--- src/rtl/cross2x2_sched.sv ---
// cross2x2_sched: per-input FIFOs plus per-output round-robin scheduling in front of a 2x2 crossbar.
// The valid/ready handshake to the crossbar outputs is run here, so the crossbar itself stays combinational.

// cross2x2_fifo: generic circular FIFO with occupancy counter; head visible while non-empty.
// Latency: a word pushed at edge t appears at the head from cycle t+1.
// Backpressure: push_rdy = !full, independent of a same-cycle pop; held low during reset.
module cross2x2_fifo #(
   parameter int W     = 3,
   parameter int DEPTH = 2
) (
   input  logic         clk,
   input  logic         rst_n,
   input  logic         push_vld,
   output logic         push_rdy,
   input  logic [W-1:0] push_dat,
   input  logic         pop,
   output logic         empty,
   output logic [W-1:0] head_dat
);
   localparam int PW = (DEPTH > 1) ? $clog2(DEPTH) : 1;
   localparam int CW = $clog2(DEPTH + 1);

   logic [W-1:0]  mem [DEPTH];
   logic [PW-1:0] rd_ptr, wr_ptr;
   logic [CW-1:0] cnt;
   logic          full, push, pop_ok;

   function automatic logic [PW-1:0] nxt(input logic [PW-1:0] p);
      return (p == PW'(DEPTH - 1)) ? '0 : p + PW'(1);
   endfunction

   assign full     = (cnt == CW'(DEPTH));
   assign empty    = (cnt == '0);
   assign push_rdy = rst_n && !full;
   assign push     = push_vld && push_rdy;
   assign pop_ok   = pop && !empty;
   assign head_dat = mem[rd_ptr];

   always_ff @(posedge clk) begin
      if (push) mem[wr_ptr] <= push_dat;
   end

   always_ff @(posedge clk or negedge rst_n) begin
      if (!rst_n) begin
         rd_ptr <= '0;
         wr_ptr <= '0;
         cnt    <= '0;
      end else begin
         if (push)   wr_ptr <= nxt(wr_ptr);
         if (pop_ok) rd_ptr <= nxt(rd_ptr);
         case ({push, pop_ok})
            2'b10:   cnt <= cnt + CW'(1);
            2'b01:   cnt <= cnt - CW'(1);
            default: cnt <= cnt;
         endcase
      end
   end
endmodule

// cross2x2_sched: buffers two tagged input streams and round-robin schedules them onto two outputs.
// Latency: one cycle from input push to crossbar output; no combinational in->out path.
// Backpressure: stalled outputs hold valid/sel/data; inputs back off only when their FIFO is full.
module cross2x2_sched #(
   parameter int DATA_W = 2,
   parameter int DEPTH  = 2
) (
   input  logic              clk,
   input  logic              rst_n,
   input  logic              in0_valid,
   output logic              in0_ready,
   input  logic [DATA_W-1:0] in0_data,
   input  logic              in0_dest,
   input  logic              in1_valid,
   output logic              in1_ready,
   input  logic [DATA_W-1:0] in1_data,
   input  logic              in1_dest,
   output logic [DATA_W-1:0] xb_in0,
   output logic [DATA_W-1:0] xb_in1,
   output logic              sel0,
   output logic              sel1,
   output logic              out0_valid,
   input  logic              out0_ready,
   output logic              out1_valid,
   input  logic              out1_ready
);
   typedef struct packed {
      logic              dest;
      logic [DATA_W-1:0] data;
   } ent_t;

   ent_t       head0, head1;
   logic       empty0, empty1, pop0, pop1;
   // Bit d of each vector below refers to output d.
   logic [1:0] req0, req1, vld, gnt, sel_w, xfer;
   logic [1:0] rr, last_gnt;

   cross2x2_fifo #(.W($bits(ent_t)), .DEPTH(DEPTH)) u_fifo0 (
      .clk(clk), .rst_n(rst_n),
      .push_vld(in0_valid), .push_rdy(in0_ready), .push_dat({in0_dest, in0_data}),
      .pop(pop0), .empty(empty0), .head_dat(head0)
   );

   cross2x2_fifo #(.W($bits(ent_t)), .DEPTH(DEPTH)) u_fifo1 (
      .clk(clk), .rst_n(rst_n),
      .push_vld(in1_valid), .push_rdy(in1_ready), .push_dat({in1_dest, in1_data}),
      .pop(pop1), .empty(empty1), .head_dat(head1)
   );

   assign req0 = {~empty0 & head0.dest, ~empty0 & ~head0.dest};
   assign req1 = {~empty1 & head1.dest, ~empty1 & ~head1.dest};
   assign vld  = req0 | req1;
   // Contention takes the round-robin pointer; otherwise the sole requester (input 1 iff it requests).
   assign gnt   = (req0 & req1 & rr) | (~(req0 & req1) & req1);
   assign sel_w = (vld & gnt) | (~vld & last_gnt);
   assign xfer  = vld & {out1_ready, out0_ready};
   assign pop0  = |(xfer & ~gnt);
   assign pop1  = |(xfer & gnt);

   assign xb_in0     = empty0 ? '0 : head0.data;
   assign xb_in1     = empty1 ? '0 : head1.data;
   assign out0_valid = vld[0];
   assign out1_valid = vld[1];
   assign sel0       = sel_w[0];
   assign sel1       = sel_w[1];

   always_ff @(posedge clk or negedge rst_n) begin
      if (!rst_n) begin
         rr       <= '0;
         last_gnt <= '0;
      end else begin
         rr       <= (rr & ~xfer) | (~gnt & xfer);
         last_gnt <= (last_gnt & ~xfer) | (gnt & xfer);
      end
   end
endmodule

--- config.mk ---
export PLATFORM = sky130hd
export DESIGN_NAME = cross2x2_sched
export DESIGN_NICKNAME = d
export VERILOG_FILES = /design/src/rtl/cross2x2_sched.sv
export SDC_FILE = /design/constraint.sdc
export NUM_CORES = 1
export LEC_CHECK = 0
export ABC_AREA = 0
export BUFFER_PORTS_ARGS = -buffer_cell sky130_fd_sc_hd__buf_2
export CAP_MARGIN = 20
export CORE_UTILIZATION = 31
export DETAILED_ROUTE_END_ITERATION = 10
export HOLD_SLACK_MARGIN = 0.02
export PLACE_DENSITY = 0.54
export SETUP_SLACK_MARGIN = 0.05
export SYNTH_ARGS = -nofsm -noshare
export SYNTH_HDL_FRONTEND = slang
export SYNTH_SLANG_ARGS = --single-unit
export TNS_END_PERCENT = 10
--- constraint.sdc ---
create_clock -name clk -period 2.9 [get_ports clk]
set_input_delay 0.145 -clock clk [delete_from_list [all_inputs] [get_ports clk]]
set_output_delay 0.145 -clock clk [all_outputs]
set_load 0.03 [all_outputs]
[Yosys cells after proc, flatten, opt, wreduce, memory -nomap -nowiden]
Memories as Yosys holds them, arrays and structs flattened.
Cells that the tools add are included.
Word-level totals
  RAM bits: 12
  output and inout bits: 10
  logic and storage cells: 79
  flip-flop bits (word level): 12
  memories: 2
  bits of input ports: 12
Cells by class
  add/sub/neg operators: 8
  equal/unequal tests: 6
  bitwise operators: 27
  mux-type cells: 12
  reductions and logical operators: 16
Memories
  u_fifo0.mem: words 2, bits a word 3, rd ports 1, clocked after Yosys merged registers in 0, wr ports 1, RTL line 23  | logic [W-1:0] mem [DEPTH];
  u_fifo1.mem: words 2, bits a word 3, rd ports 1, clocked after Yosys merged registers in 0, wr ports 1, RTL line 23
Operators with widths (number)
  $and A2 B2 Y2: 10
  $or A2 B2 Y2: 5
  $eq A2 B2 Y1 const B: 4
  $mux W1: 8
  $not A2 Y2: 4
  $pmux W2 S2: 2
  $logic_and A1 B1 Y1: 6
  $add A1 B1 Y1 const B: 4
  $add A2 B1 Y2 const B: 2
  $and A1 B1 Y1: 4
  $eq A2 B1 Y1 const B: 2
  $logic_not A1 Y1: 4
  $logic_not A2 Y1: 2
  $mux W2: 2
  $not A1 Y1: 4
  $reduce_bool A2 Y1: 2
  $reduce_or A2 Y1: 2
  $sub A2 B1 Y2 const B: 2

[Logic depth before layout (Yosys ltp)]
Gate-level depths: netlist (run 1).
  depth after elaboration: 13
  depth in mapped cells: 9
  mapped depth without buffers: 8

[Modules after synthesis]
A second synthesis (run 1) with hierarchy kept.
Second synthesis, totals
  cell total of the unflattened synthesis: 89
  area, all modules: 1117.3 um^2
Modules (own cells, without submodules)
  cross2x2_fifo at u_fifo0: sequential area each 280.3 um^2, cells an instance 27, times used 1, area an instance 421.7 um^2
  cross2x2_fifo at u_fifo1: sequential area each 280.3 um^2, cells an instance 28, times used 1, area an instance 420.4 um^2
  cross2x2_sched: sequential area each 100.1 um^2, cells an instance 34, times used 1, area an instance 275.3 um^2

[Worst setup path before layout (run 1)]
Ideal clock, no wire load.
  path type: register to register
  start: register u_fifo0.rd_ptr
  end: register u_fifo1.cnt[1]
  data required time: 2821 ps
  library setup time: 79 ps
  arrival time: 2022 ps
  path slack: 799 ps
  clock period less this slack: 2101 ps
  cell stages (with the launch flop): 9
  path buffers: 1
  cell sequence: dfrtp_1 buf_6 mux2_4 or3_4 a32oi_2 inv_1 ha_1 nor2_1 xor2_1
On the way
  longest elaborated chain between the ends: 12
  elaborated cells between the ends (all ways): 18
  those cells by class: 2 x eq/ne; 1 x mux; 11 x bitwise; 3 x reduce/logical; 1 x memory
RTL lines
  start: declaration: RTL line 24  | logic [PW-1:0] rd_ptr, wr_ptr;
  start signal: assignment: RTL line 50  | if (pop_ok) rd_ptr <= nxt(rd_ptr);
  $mem_v2 Z2 W3 *
  $not A1 Y1: RTL line 109  | assign req0 = {~empty0 & head0.dest, ~empty0 & ~head0.dest};
  $and A1 B1 Y1: RTL line 109
  $and A2 B2 Y2: RTL line 113  | assign gnt = (req0 & req1 & rr) | (~(req0 & req1) & req1);
  $not A2 Y2: RTL line 113
  $and A2 B2 Y2: RTL line 113
  $or A2 B2 Y2: RTL line 113
  $and A2 B2 Y2 *: RTL line 117  | assign pop1 = |(xfer & gnt);
  $reduce_or A2 Y1 *: RTL line 117
  $logic_and A1 B1 Y1 *: RTL line 36  | assign pop_ok = pop && !empty;
  net u_fifo1.pop_ok: RTL line 26  | logic full, push, pop_ok;
  $eq A2 B1 Y1 or $eq A2 B2 Y1 (tied branches): RTL line 51  | case ({push, pop_ok})
  $pmux W2 S2 or $reduce_bool A2 Y1 (tied branches)
  end signal: assignment: RTL line 52  | 2'b10: cnt <= cnt + CW'(1);
  end signal: assignment: RTL line 53  | 2'b01: cnt <= cnt - CW'(1);
  end signal: assignment: RTL line 54  | default: cnt <= cnt;
  end: declaration: RTL line 25  | logic [CW-1:0] cnt;
Mark *: on every way through the listed nets, which the timed path passes. The rest lies on a longest branch.
A chain may end at the register's enable or synchronous reset.

[Worst setup path after layout (run 1)]
Ends and elaborated chain as after synthesis.

==> flow_results.xml, run 1 <==
<?xml version="1.0" encoding="UTF-8"?>
<metrics>
  <group name="outcome">
    <metric name="run_status" unit="">completed</metric>
  </group>
  <group name="detailed_routing">
    <metric name="totalWireLength" unit="um">1972</metric>
    <metric name="pre_repair_dr_iteration_count" unit="">4</metric>
    <metric name="num_vias" unit="">780</metric>
    <metric name="route.detailed.wl_per_inst" unit="um">11.74</metric>
    <metric name="drc" unit="">0</metric>
    <metric name="vias_per_cell" unit="">4.643</metric>
    <metric name="ant_nets" unit="">0</metric>
    <metric name="drt_iter0_drc" unit="">28</metric>
  </group>
  <group name="sta">
    <metric name="maxClockFrequency" unit="GHz">0.4459</metric>
    <metric name="timing.final.crit_share" unit="%">77.34</metric>
    <metric name="setup_total_negative_slack" unit="ns">0</metric>
    <metric name="setup-violations-final" unit="">0</metric>
    <metric name="layout_min_cycle_time" unit="ns">2.243</metric>
    <metric name="slew_viol_final" unit="">0</metric>
    <metric name="grt_setup_unrepaired" unit="">no</metric>
    <metric name="report.final.hold_viol_count" unit="">0</metric>
    <metric name="timing.slew.headroom" unit="%">69.65</metric>
    <metric name="tightest_slew" unit="ns">0.4535</metric>
    <metric name="final.setup_skew" unit="ns">0.002129</metric>
  </group>
  <group name="worst_setup_path">
    <metric name="timing.setup.critical_path_class" unit="">reg2reg</metric>
    <metric name="nature_of_the_critical_path_endpoint" unit="">flop</metric>
    <metric name="worst-endpoint-arrival" unit="ns">2.47</metric>
    <metric name="cp_max_fo" unit="">5</metric>
    <metric name="startpoint_type" unit="">flop</metric>
    <metric name="critical_path_required" unit="ns">3.13</metric>
  </group>
  <group name="yosys">
    <metric name="synth.cell_area" unit="mm^2">0.001139</metric>
    <metric name="syn_avg_cell_area" unit="um^2">12.11</metric>
    <metric name="synth-warning-count" unit="">0</metric>
    <metric name="instance_count_of_the_mapped_netlist" unit="">94</metric>
    <metric name="ys_seq_area_share" unit="%">58.02</metric>
    <metric name="synth-seq-cells" unit="">24</metric>
    <metric name="yosys.cell_types.count" unit="">26</metric>
    <metric name="syn-num-nets" unit="">108</metric>
  </group>
  <group name="global_routing">
    <metric name="grt_max_degree" unit="">15</metric>
    <metric name="grt_use_total" unit="%">10.95</metric>
    <metric name="grt_antenna_before_repair" unit="">0</metric>
    <metric name="grt_overflow" unit="">0</metric>
    <metric name="grt_first_pass_wirelength" unit="um">3312</metric>
    <metric name="vias_in_the_first_global_route" unit="">741</metric>
  </group>
  <group name="power_and_ir_drop">
    <metric name="cell_leakage_power" unit="nW">0.5920</metric>
    <metric name="peakVddDrop" unit="mV">0.3733</metric>
    <metric name="totalPowerFinal" unit="mW">1.450</metric>
    <metric name="power-per-cell-area" unit="mW/mm^2">1055</metric>
  </group>
  <group name="layout">
    <metric name="final_nets" unit="">138</metric>
    <metric name="synthToLayoutAreaGrowth" unit="%">20.66</metric>
    <metric name="multiInputGateArea" unit="um^2">439.2</metric>
    <metric name="most_frequent_standard_cell_in_the_layout_excluding_fill_and_tap_cells" unit="">sky130_fd_sc_hd__buf_2</metric>
    <metric name="mostFrequentLayoutCells" unit="">sky130_fd_sc_hd__buf_2 (21), sky130_fd_sc_hd__nor2_1 (12), sky130_fd_sc_hd__dfrtp_1 (12), sky130_fd_sc_hd__edfxtp_1 (12)</metric>
    <metric name="sequential_cell_area" unit="um^2">660.6</metric>
    <metric name="post_route_cells_drive_above_1_share" unit="%">22.95</metric>
    <metric name="n_fill_cell" unit="">347</metric>
    <metric name="antenna-diode-count" unit="">0</metric>
  </group>
  <group name="floorplanning">
    <metric name="die-area" unit="mm^2">0.003919</metric>
    <metric name="floorplan.io_pins" unit="">22</metric>
    <metric name="effective_utilization_at_floorplan" unit="%">33.33</metric>
    <metric name="core.rowCount" unit="">21</metric>
    <metric name="die_height" unit="um">62.61</metric>
    <metric name="placeableCoreArea" unit="mm^2">0.003416</metric>
    <metric name="chipWidth" unit="um">62.61</metric>
  </group>
  <group name="placed_design">
    <metric name="numPortBuffers" unit="">21</metric>
    <metric name="placed_wire_length_estimate_after_detailed_placement" unit="um">1506</metric>
    <metric name="gp_congestion" unit="">0.7899</metric>
  </group>
  <group name="clock_network">
    <metric name="clkSinkCount" unit="">24</metric>
    <metric name="worstSkewPairLatency" unit="ns">0.30</metric>
    <metric name="cts_htree_levels" unit="">1</metric>
    <metric name="tritoncts" unit="">done</metric>
    <metric name="clk_transition_reported_paths" unit="ns">0.12</metric>
    <metric name="worst_case_clock_buffer_depth" unit="">2</metric>
    <metric name="root_buffer" unit="">sky130_fd_sc_hd__clkbuf_4</metric>
    <metric name="cts_setup_buffers" unit="">0</metric>
    <metric name="cts-buffers-inserted" unit="">3</metric>
  </group>
  <group name="run">
    <metric name="maxCapViolCount" unit="">0</metric>
  </group>
  <group name="hold_path">
    <metric name="timing.hold.worst.class" unit="">in2reg</metric>
  </group>
</metrics>
## cell usage after synthesis (all sizes together)
library cell / count / share of area (%)
a21boi: 2 / 1.3
a22o: 1 / 0.77
a32oi: 1 / 1.4
and2: 1 / 0.55
and3: 2 / 1.1
buf: 2 / 1.4
clkbuf: 1 / 0.33
dfrtp: 12 / 26
edfxtp: 12 / 32
ha: 2 / 2.2
inv: 5 / 1.6
mux2: 2 / 2.3
mux2i: 6 / 5.3
nand2: 5 / 1.6
nand3: 2 / 0.88
nor2: 12 / 4.0
nor3b: 1 / 0.66
o21a: 4 / 2.6
o21ai: 7 / 3.1
o311ai: 2 / 1.5
or3: 2 / 1.5
xnor2: 7 / 5.4
xor2: 3 / 2.3
## routing by layer
layer	vias up	global-route usage, %	part of all wire [%]
li1	388	-	-
met1	375	13.87	47
met3	2	2.007	4.2
met4	0	5.233	1.0
met2	15	17.93	48
met5	-	0	0
## kinds of logic after synthesis
group	count (synthesis)	share of synthesized area (%)
XOR/XNOR	10	7.693
AO/OA/AOI/OAI	17	10.77
adder cells (fa/ha/maj)	2	2.197
flip-flops	24	58.02
buffers and inverters	8	3.406
multiplexers	8	7.582
AND/OR/NAND/NOR	25	10.33
## area by class of cell
class,count,share of cell area (%)
inverter,5,1.366
multi-input combinational,62,31.97
clock buffer,3,1.639
sequential,24,48.09
tap,46,4.189
timing repair buffer,28,12.75
## through the flow
step / std cells / worst slack, ns / hold slack, ns / instance area [um^2] / util (%)
global placement: 158 / 0.7358 / 0.06171 / 1281 / 37.51
CTS: 167 / 0.6390 / 0.02490 / 1364 / 39.93
finish: 168 / 0.6571 / 0.1557 / 1374 / 40.22
floorplan: 94 / 0.7987 / -0.1506 / 1139 / -
global route: 168 / 0.4953 / 0.1693 / 1374 / 40.22
detailed placement: 158 / 0.6580 / 0.06537 / 1281 / 37.51
## critical path: stages (launching register included)
cell and delay [ns]:
sky130_fd_sc_hd__dfrtp_1 0.50, sky130_fd_sc_hd__mux2_4 0.35, sky130_fd_sc_hd__or3_4 0.38, sky130_fd_sc_hd__a32oi_2 0.26
sky130_fd_sc_hd__inv_1 0.07, sky130_fd_sc_hd__ha_1 0.32, sky130_fd_sc_hd__nor2_1 0.13, sky130_fd_sc_hd__xor2_1 0.16
## worst paths after layout
path	startpoint	to	slack, ns	cells past startpoint
min in group asynchronous	rst_n	u_fifo1.rd_ptr	0.26	2
max	u_fifo0.rd_ptr	u_fifo1.cnt[1]	0.66	7
max reg2reg	u_fifo0.rd_ptr	u_fifo1.cnt[1]	0.66	7
min reg2reg	u_fifo1.wr_ptr	u_fifo1.wr_ptr	0.50	1
max in group asynchronous	rst_n	async pin	2.40	2
min	in0_valid	u_fifo0.wr_ptr	0.16	3
## repair_timing
item	CTS	global route
endpoints found under the hold margin	22	2
hold buffers	6	1
gates resized for setup	0	0
## power by group
part	internal, mW	switching [mW]
Sequential	0.473	0.121
Clock	0.0483	0.0879
Combinational	0.294	0.426
Total	0.815	0.635
(Power assumes the default switching activity.)
==> inputs of run 2 (changes only) <==
--- a/config.mk
+++ b/config.mk
@@ -5,13 +5,13 @@
 export SDC_FILE = /design/constraint.sdc
 export NUM_CORES = 1
 export LEC_CHECK = 0
-export ABC_AREA = 0
+export ABC_AREA = 1
 export BUFFER_PORTS_ARGS = -buffer_cell sky130_fd_sc_hd__buf_2
 export CAP_MARGIN = 20
 export CORE_UTILIZATION = 31
 export DETAILED_ROUTE_END_ITERATION = 10
 export HOLD_SLACK_MARGIN = 0.02
-export PLACE_DENSITY = 0.54
+export PLACE_DENSITY = 0.55
 export SETUP_SLACK_MARGIN = 0.05
 export SYNTH_ARGS = -nofsm -noshare
 export SYNTH_HDL_FRONTEND = slang
==> constraint.sdc (replaced) <==
create_clock -name clk -period 2 [get_ports clk]
set_input_delay 0.1 -clock clk [delete_from_list [all_inputs] [get_ports clk]]
set_output_delay 0.1 -clock clk [all_outputs]
set_load 0.03 [all_outputs]
==> run 2 against run 1 <==
  * Non-clock buffer count is 3 higher
  * Global-route usage is 1.4 points higher
  * Die area is 1.7% higher
  * Setup slack worse by 0.49 ns
  * Critical path depth is 3 higher
  * Count of clock-buffer cells in the layout is 1 higher
  * Total power is 70% higher
  * Critical endpoint unchanged
==> flow_results.xml, run 2 <==
<?xml version="1.0" encoding="UTF-8"?>
<metrics>
  <group name="outcome">
    <metric name="run_status" unit="">completed</metric>
  </group>
  <group name="floorplanning">
    <metric name="placeableCoreArea" unit="mm^2">0.003468</metric>
    <metric name="chipWidth" unit="um">63.14</metric>
    <metric name="floorplan.io_pins" unit="">22</metric>
    <metric name="effective_utilization_at_floorplan" unit="%">33.41</metric>
    <metric name="core.rowCount" unit="">21</metric>
    <metric name="die-area" unit="mm^2">0.003986</metric>
    <metric name="die_height" unit="um">63.14</metric>
  </group>
  <group name="sta">
    <metric name="slew_viol_final" unit="">0</metric>
    <metric name="setup-violations-final" unit="">0</metric>
    <metric name="report.final.hold_viol_count" unit="">0</metric>
    <metric name="setup_total_negative_slack" unit="ns">0</metric>
    <metric name="layout_min_cycle_time" unit="ns">1.833</metric>
    <metric name="timing.final.crit_share" unit="%">91.63</metric>
    <metric name="timing.slew.headroom" unit="%">81.25</metric>
    <metric name="grt_setup_unrepaired" unit="">yes</metric>
    <metric name="tightest_slew" unit="ns">0.2802</metric>
    <metric name="maxClockFrequency" unit="GHz">0.5457</metric>
    <metric name="final.setup_skew" unit="ns">0.001466</metric>
  </group>
  <group name="clock_network">
    <metric name="worstSkewPairLatency" unit="ns">0.26</metric>
    <metric name="cts-buffers-inserted" unit="">3</metric>
    <metric name="cts_htree_levels" unit="">1</metric>
    <metric name="root_buffer" unit="">sky130_fd_sc_hd__clkbuf_8</metric>
    <metric name="tritoncts" unit="">done</metric>
    <metric name="clk_transition_reported_paths" unit="ns">0.08</metric>
    <metric name="clkSinkCount" unit="">24</metric>
    <metric name="worst_case_clock_buffer_depth" unit="">2</metric>
  </group>
  <group name="detailed_routing">
    <metric name="drt_iter0_drc" unit="">56</metric>
    <metric name="vias_per_cell" unit="">4.391</metric>
    <metric name="totalWireLength" unit="um">2199</metric>
    <metric name="ant_nets" unit="">0</metric>
    <metric name="drc" unit="">0</metric>
    <metric name="num_vias" unit="">887</metric>
    <metric name="route.detailed.wl_per_inst" unit="um">10.89</metric>
    <metric name="pre_repair_dr_iteration_count" unit="">4</metric>
  </group>
  <group name="power_and_ir_drop">
    <metric name="peakVddDrop" unit="mV">0.6277</metric>
    <metric name="total_switching_power" unit="mW">1.128</metric>
    <metric name="flop_pwr_share" unit="%">32.8</metric>
    <metric name="intPower" unit="mW">1.336</metric>
    <metric name="power-per-cell-area" unit="mW/mm^2">1661</metric>
    <metric name="cell_leakage_power" unit="nW">0.7031</metric>
    <metric name="clock_share_of_power" unit="%">13.2</metric>
    <metric name="power.switching_fraction" unit="%">45.79</metric>
    <metric name="power_frac_comb" unit="%">54.0</metric>
  </group>
  <group name="worst_setup_path">
    <metric name="cp_max_fo" unit="">6</metric>
    <metric name="worst-endpoint-arrival" unit="ns">1.97</metric>
    <metric name="startpoint_type" unit="">flop</metric>
    <metric name="nature_of_the_critical_path_endpoint" unit="">flop</metric>
    <metric name="critical_path_required" unit="ns">2.14</metric>
    <metric name="timing.setup.critical_path_class" unit="">reg2reg</metric>
  </group>
  <group name="run">
    <metric name="maxCapViolCount" unit="">0</metric>
  </group>
  <group name="placed_design">
    <metric name="gp_congestion" unit="">0.7462</metric>
    <metric name="placed_wire_length_estimate_after_detailed_placement" unit="um">1721</metric>
    <metric name="numPortBuffers" unit="">21</metric>
  </group>
  <group name="layout">
    <metric name="post_route_cells_drive_above_1_share" unit="%">33.97</metric>
    <metric name="final_nets" unit="">171</metric>
    <metric name="n_fill_cell" unit="">367</metric>
    <metric name="antenna-diode-count" unit="">0</metric>
    <metric name="mostFrequentLayoutCells" unit="">sky130_fd_sc_hd__nand2_1 (28), sky130_fd_sc_hd__buf_2 (21), sky130_fd_sc_hd__inv_1 (15)</metric>
    <metric name="final_util" unit="%">42.79</metric>
    <metric name="most_frequent_standard_cell_in_the_layout_excluding_fill_and_tap_cells" unit="">sky130_fd_sc_hd__nand2_1</metric>
    <metric name="synthToLayoutAreaGrowth" unit="%">28.08</metric>
  </group>
  <group name="global_routing">
    <metric name="globalRouteMet2Util" unit="%">18.95</metric>
    <metric name="globalRouteMet1Util" unit="%">17.22</metric>
    <metric name="grt_use_total" unit="%">12.36</metric>
    <metric name="grt_max_degree" unit="">14</metric>
    <metric name="grt_most_used_layer" unit="">met2</metric>
    <metric name="grt_overflow" unit="">0</metric>
    <metric name="grt_antenna_before_repair" unit="">0</metric>
    <metric name="grt_first_pass_wirelength" unit="um">3843</metric>
    <metric name="grt_util_met3" unit="%">1.812</metric>
    <metric name="vias_in_the_first_global_route" unit="">889</metric>
  </group>
  <group name="yosys">
    <metric name="syn_avg_cell_area" unit="um^2">9.575</metric>
    <metric name="postSynth.asyncResetShare" unit="%">50.00</metric>
    <metric name="yosys.cell_types.count" unit="">17</metric>
    <metric name="synth.most_common_cell" unit="">sky130_fd_sc_hd__nand2_1</metric>
    <metric name="ys_seq_area_share" unit="%">57.02</metric>
    <metric name="synth.top_cells.by_area" unit="">sky130_fd_sc_hd__edfxtp_1 (31%), sky130_fd_sc_hd__dfrtp_1 (26%), sky130_fd_sc_hd__nand2_1 (9.1%)</metric>
    <metric name="synth-warning-count" unit="">0</metric>
    <metric name="synth.cells.most_frequent" unit="">sky130_fd_sc_hd__nand2_1 (28), sky130_fd_sc_hd__inv_1 (15), sky130_fd_sc_hd__dfrtp_1 (12), sky130_fd_sc_hd__edfxtp_1 (12), sky130_fd_sc_hd__nand2_2 (9)</metric>
    <metric name="synth-seq-cells" unit="">24</metric>
    <metric name="synth_top_area_cell" unit="">sky130_fd_sc_hd__edfxtp_1</metric>
    <metric name="synth.cell_area" unit="mm^2">0.001159</metric>
    <metric name="edff_count_synth" unit="">12</metric>
    <metric name="synth_largest_type_area_fraction" unit="%">31.10</metric>
    <metric name="syn-num-nets" unit="">135</metric>
    <metric name="instance_count_of_the_mapped_netlist" unit="">121</metric>
    <metric name="synth_ff_type" unit="">sky130_fd_sc_hd__edfxtp_1</metric>
  </group>
  <group name="hold_path">
    <metric name="timing.hold.worst.class" unit="">in2reg</metric>
  </group>
</metrics>
[run 2: cell types whose count changed in the layout (fill, tap and decap cells not counted), moves of 5 or more]
| cell | delta |
|---|---|
| sky130_fd_sc_hd__mux2i_1 | -6 |
| sky130_fd_sc_hd__nand2_2 | +9 |
| sky130_fd_sc_hd__a21oi_1 | +6 |
| sky130_fd_sc_hd__xnor2_1 | -5 |
| sky130_fd_sc_hd__nand2_1 | +23 |
| sky130_fd_sc_hd__nor2_1 | -6 |
| sky130_fd_sc_hd__buf_4 | +5 |
| sky130_fd_sc_hd__inv_1 | +10 |
[run 2: area by class of cell]
cell class	instances	area, um^2	share of cell area, %
timing repair buffer	31	192.7	12.98
tap	46	57.56	3.879
multi-input combinational	79	444.2	29.93
inverter	18	70.07	4.722
clock buffer	4	55.05	3.710
sequential	24	664.4	44.77
[run 2: metrics by stage]
stage	hold slack [ns]	cells	setup WS (ns)	power (mW)	area (um^2)
CTS	0.02082	197	0.07102	2.398	1428
finish	0.03046	202	0.1674	2.465	1484
global route	0.02254	202	0.02037	2.670	1484
floorplan	-0.1956	121	0.02221	1.756	1162
global placement	0.08215	189	0.1705	2.023	1333
detailed placement	0.07101	189	0.08590	2.062	1333
[run 2: path summary, 6_finish.rpt]
check | from | to | slack, ns | cells past startpoint
setup / recovery | u_fifo0.rd_ptr | u_fifo1.cnt[1] | 0.17 | 10
hold / removal | in0_data[1] | u_fifo0.mem[1][1] | 0.03 | 1
setup reg to reg | u_fifo0.rd_ptr | u_fifo1.cnt[1] | 0.17 | 10
hold reg to reg | u_fifo0.cnt[0] | u_fifo0.cnt[0] | 0.54 | 1
max in group asynchronous | rst_n | u_fifo1.cnt[0] | 1.51 | 3
min in group asynchronous | rst_n | u_fifo1.rd_ptr | 0.32 | 3
[run 2: power groups by stage]
stage | combinational, mW | sequential, mW | clock (mW)
after global placement | 1.22 | 0.807 | 0
after detailed placement | 1.25 | 0.815 | 0
after floorplan | 0.968 | 0.788 | 0
after CTS | 1.26 | 0.805 | 0.335
after global routing | 1.48 | 0.832 | 0.360
final | 1.33 | 0.809 | 0.325
[run 2: cells by family (layout without fill, tap and decap cells)]
| family | after synthesis | count (layout) | share of synthesized area, % |
|---|---|---|---|
| and+or+nand+nor | 54 | 54 | 22.68 |
| DFF | 24 | 24 | 57.02 |
| buffers and inverters | 18 | 53 | 5.831 |
| AOI/OAI and AO/OA | 17 | 17 | 7.775 |
| xor gates and xnor gates | 6 | 6 | 4.536 |
| adders and majority gates | 2 | 2 | 2.159 |
[run 2: critical path, stage by stage, from the launching register on]
cell and delay (ns):
sky130_fd_sc_hd__dfrtp_2 0.46, sky130_fd_sc_hd__inv_4 0.09, sky130_fd_sc_hd__nand2_1 0.05, sky130_fd_sc_hd__nand2_1 0.08
sky130_fd_sc_hd__nand3_1 0.11, sky130_fd_sc_hd__nand3_2 0.11, sky130_fd_sc_hd__nand2_2 0.08, sky130_fd_sc_hd__ha_1 0.32
sky130_fd_sc_hd__a21oi_1 0.13, sky130_fd_sc_hd__o21ai_0 0.12, sky130_fd_sc_hd__xor2_1 0.15
[run 2: per-layer routing]
| metal | wire length, um | vias to the layer above |
|---|---|---|
| met5 | 0 | - |
| met4 | 27 | 0 |
| met2 | 1011 | 13 |
| met1 | 1089 | 413 |
| met3 | 70 | 2 |
| li1 | - | 459 |
[run 2: timing repair]
| item | 4_1_cts | 5_1_grt |
|---|---|---|
| endpoints found under the setup margin | 0 | 2 |
| buffers inserted | 0 | 4 |
| endpoints found under the hold margin | 18 | 2 |
| hold buffers | 4 | 1 |
| resized for setup | 0 | 7 |
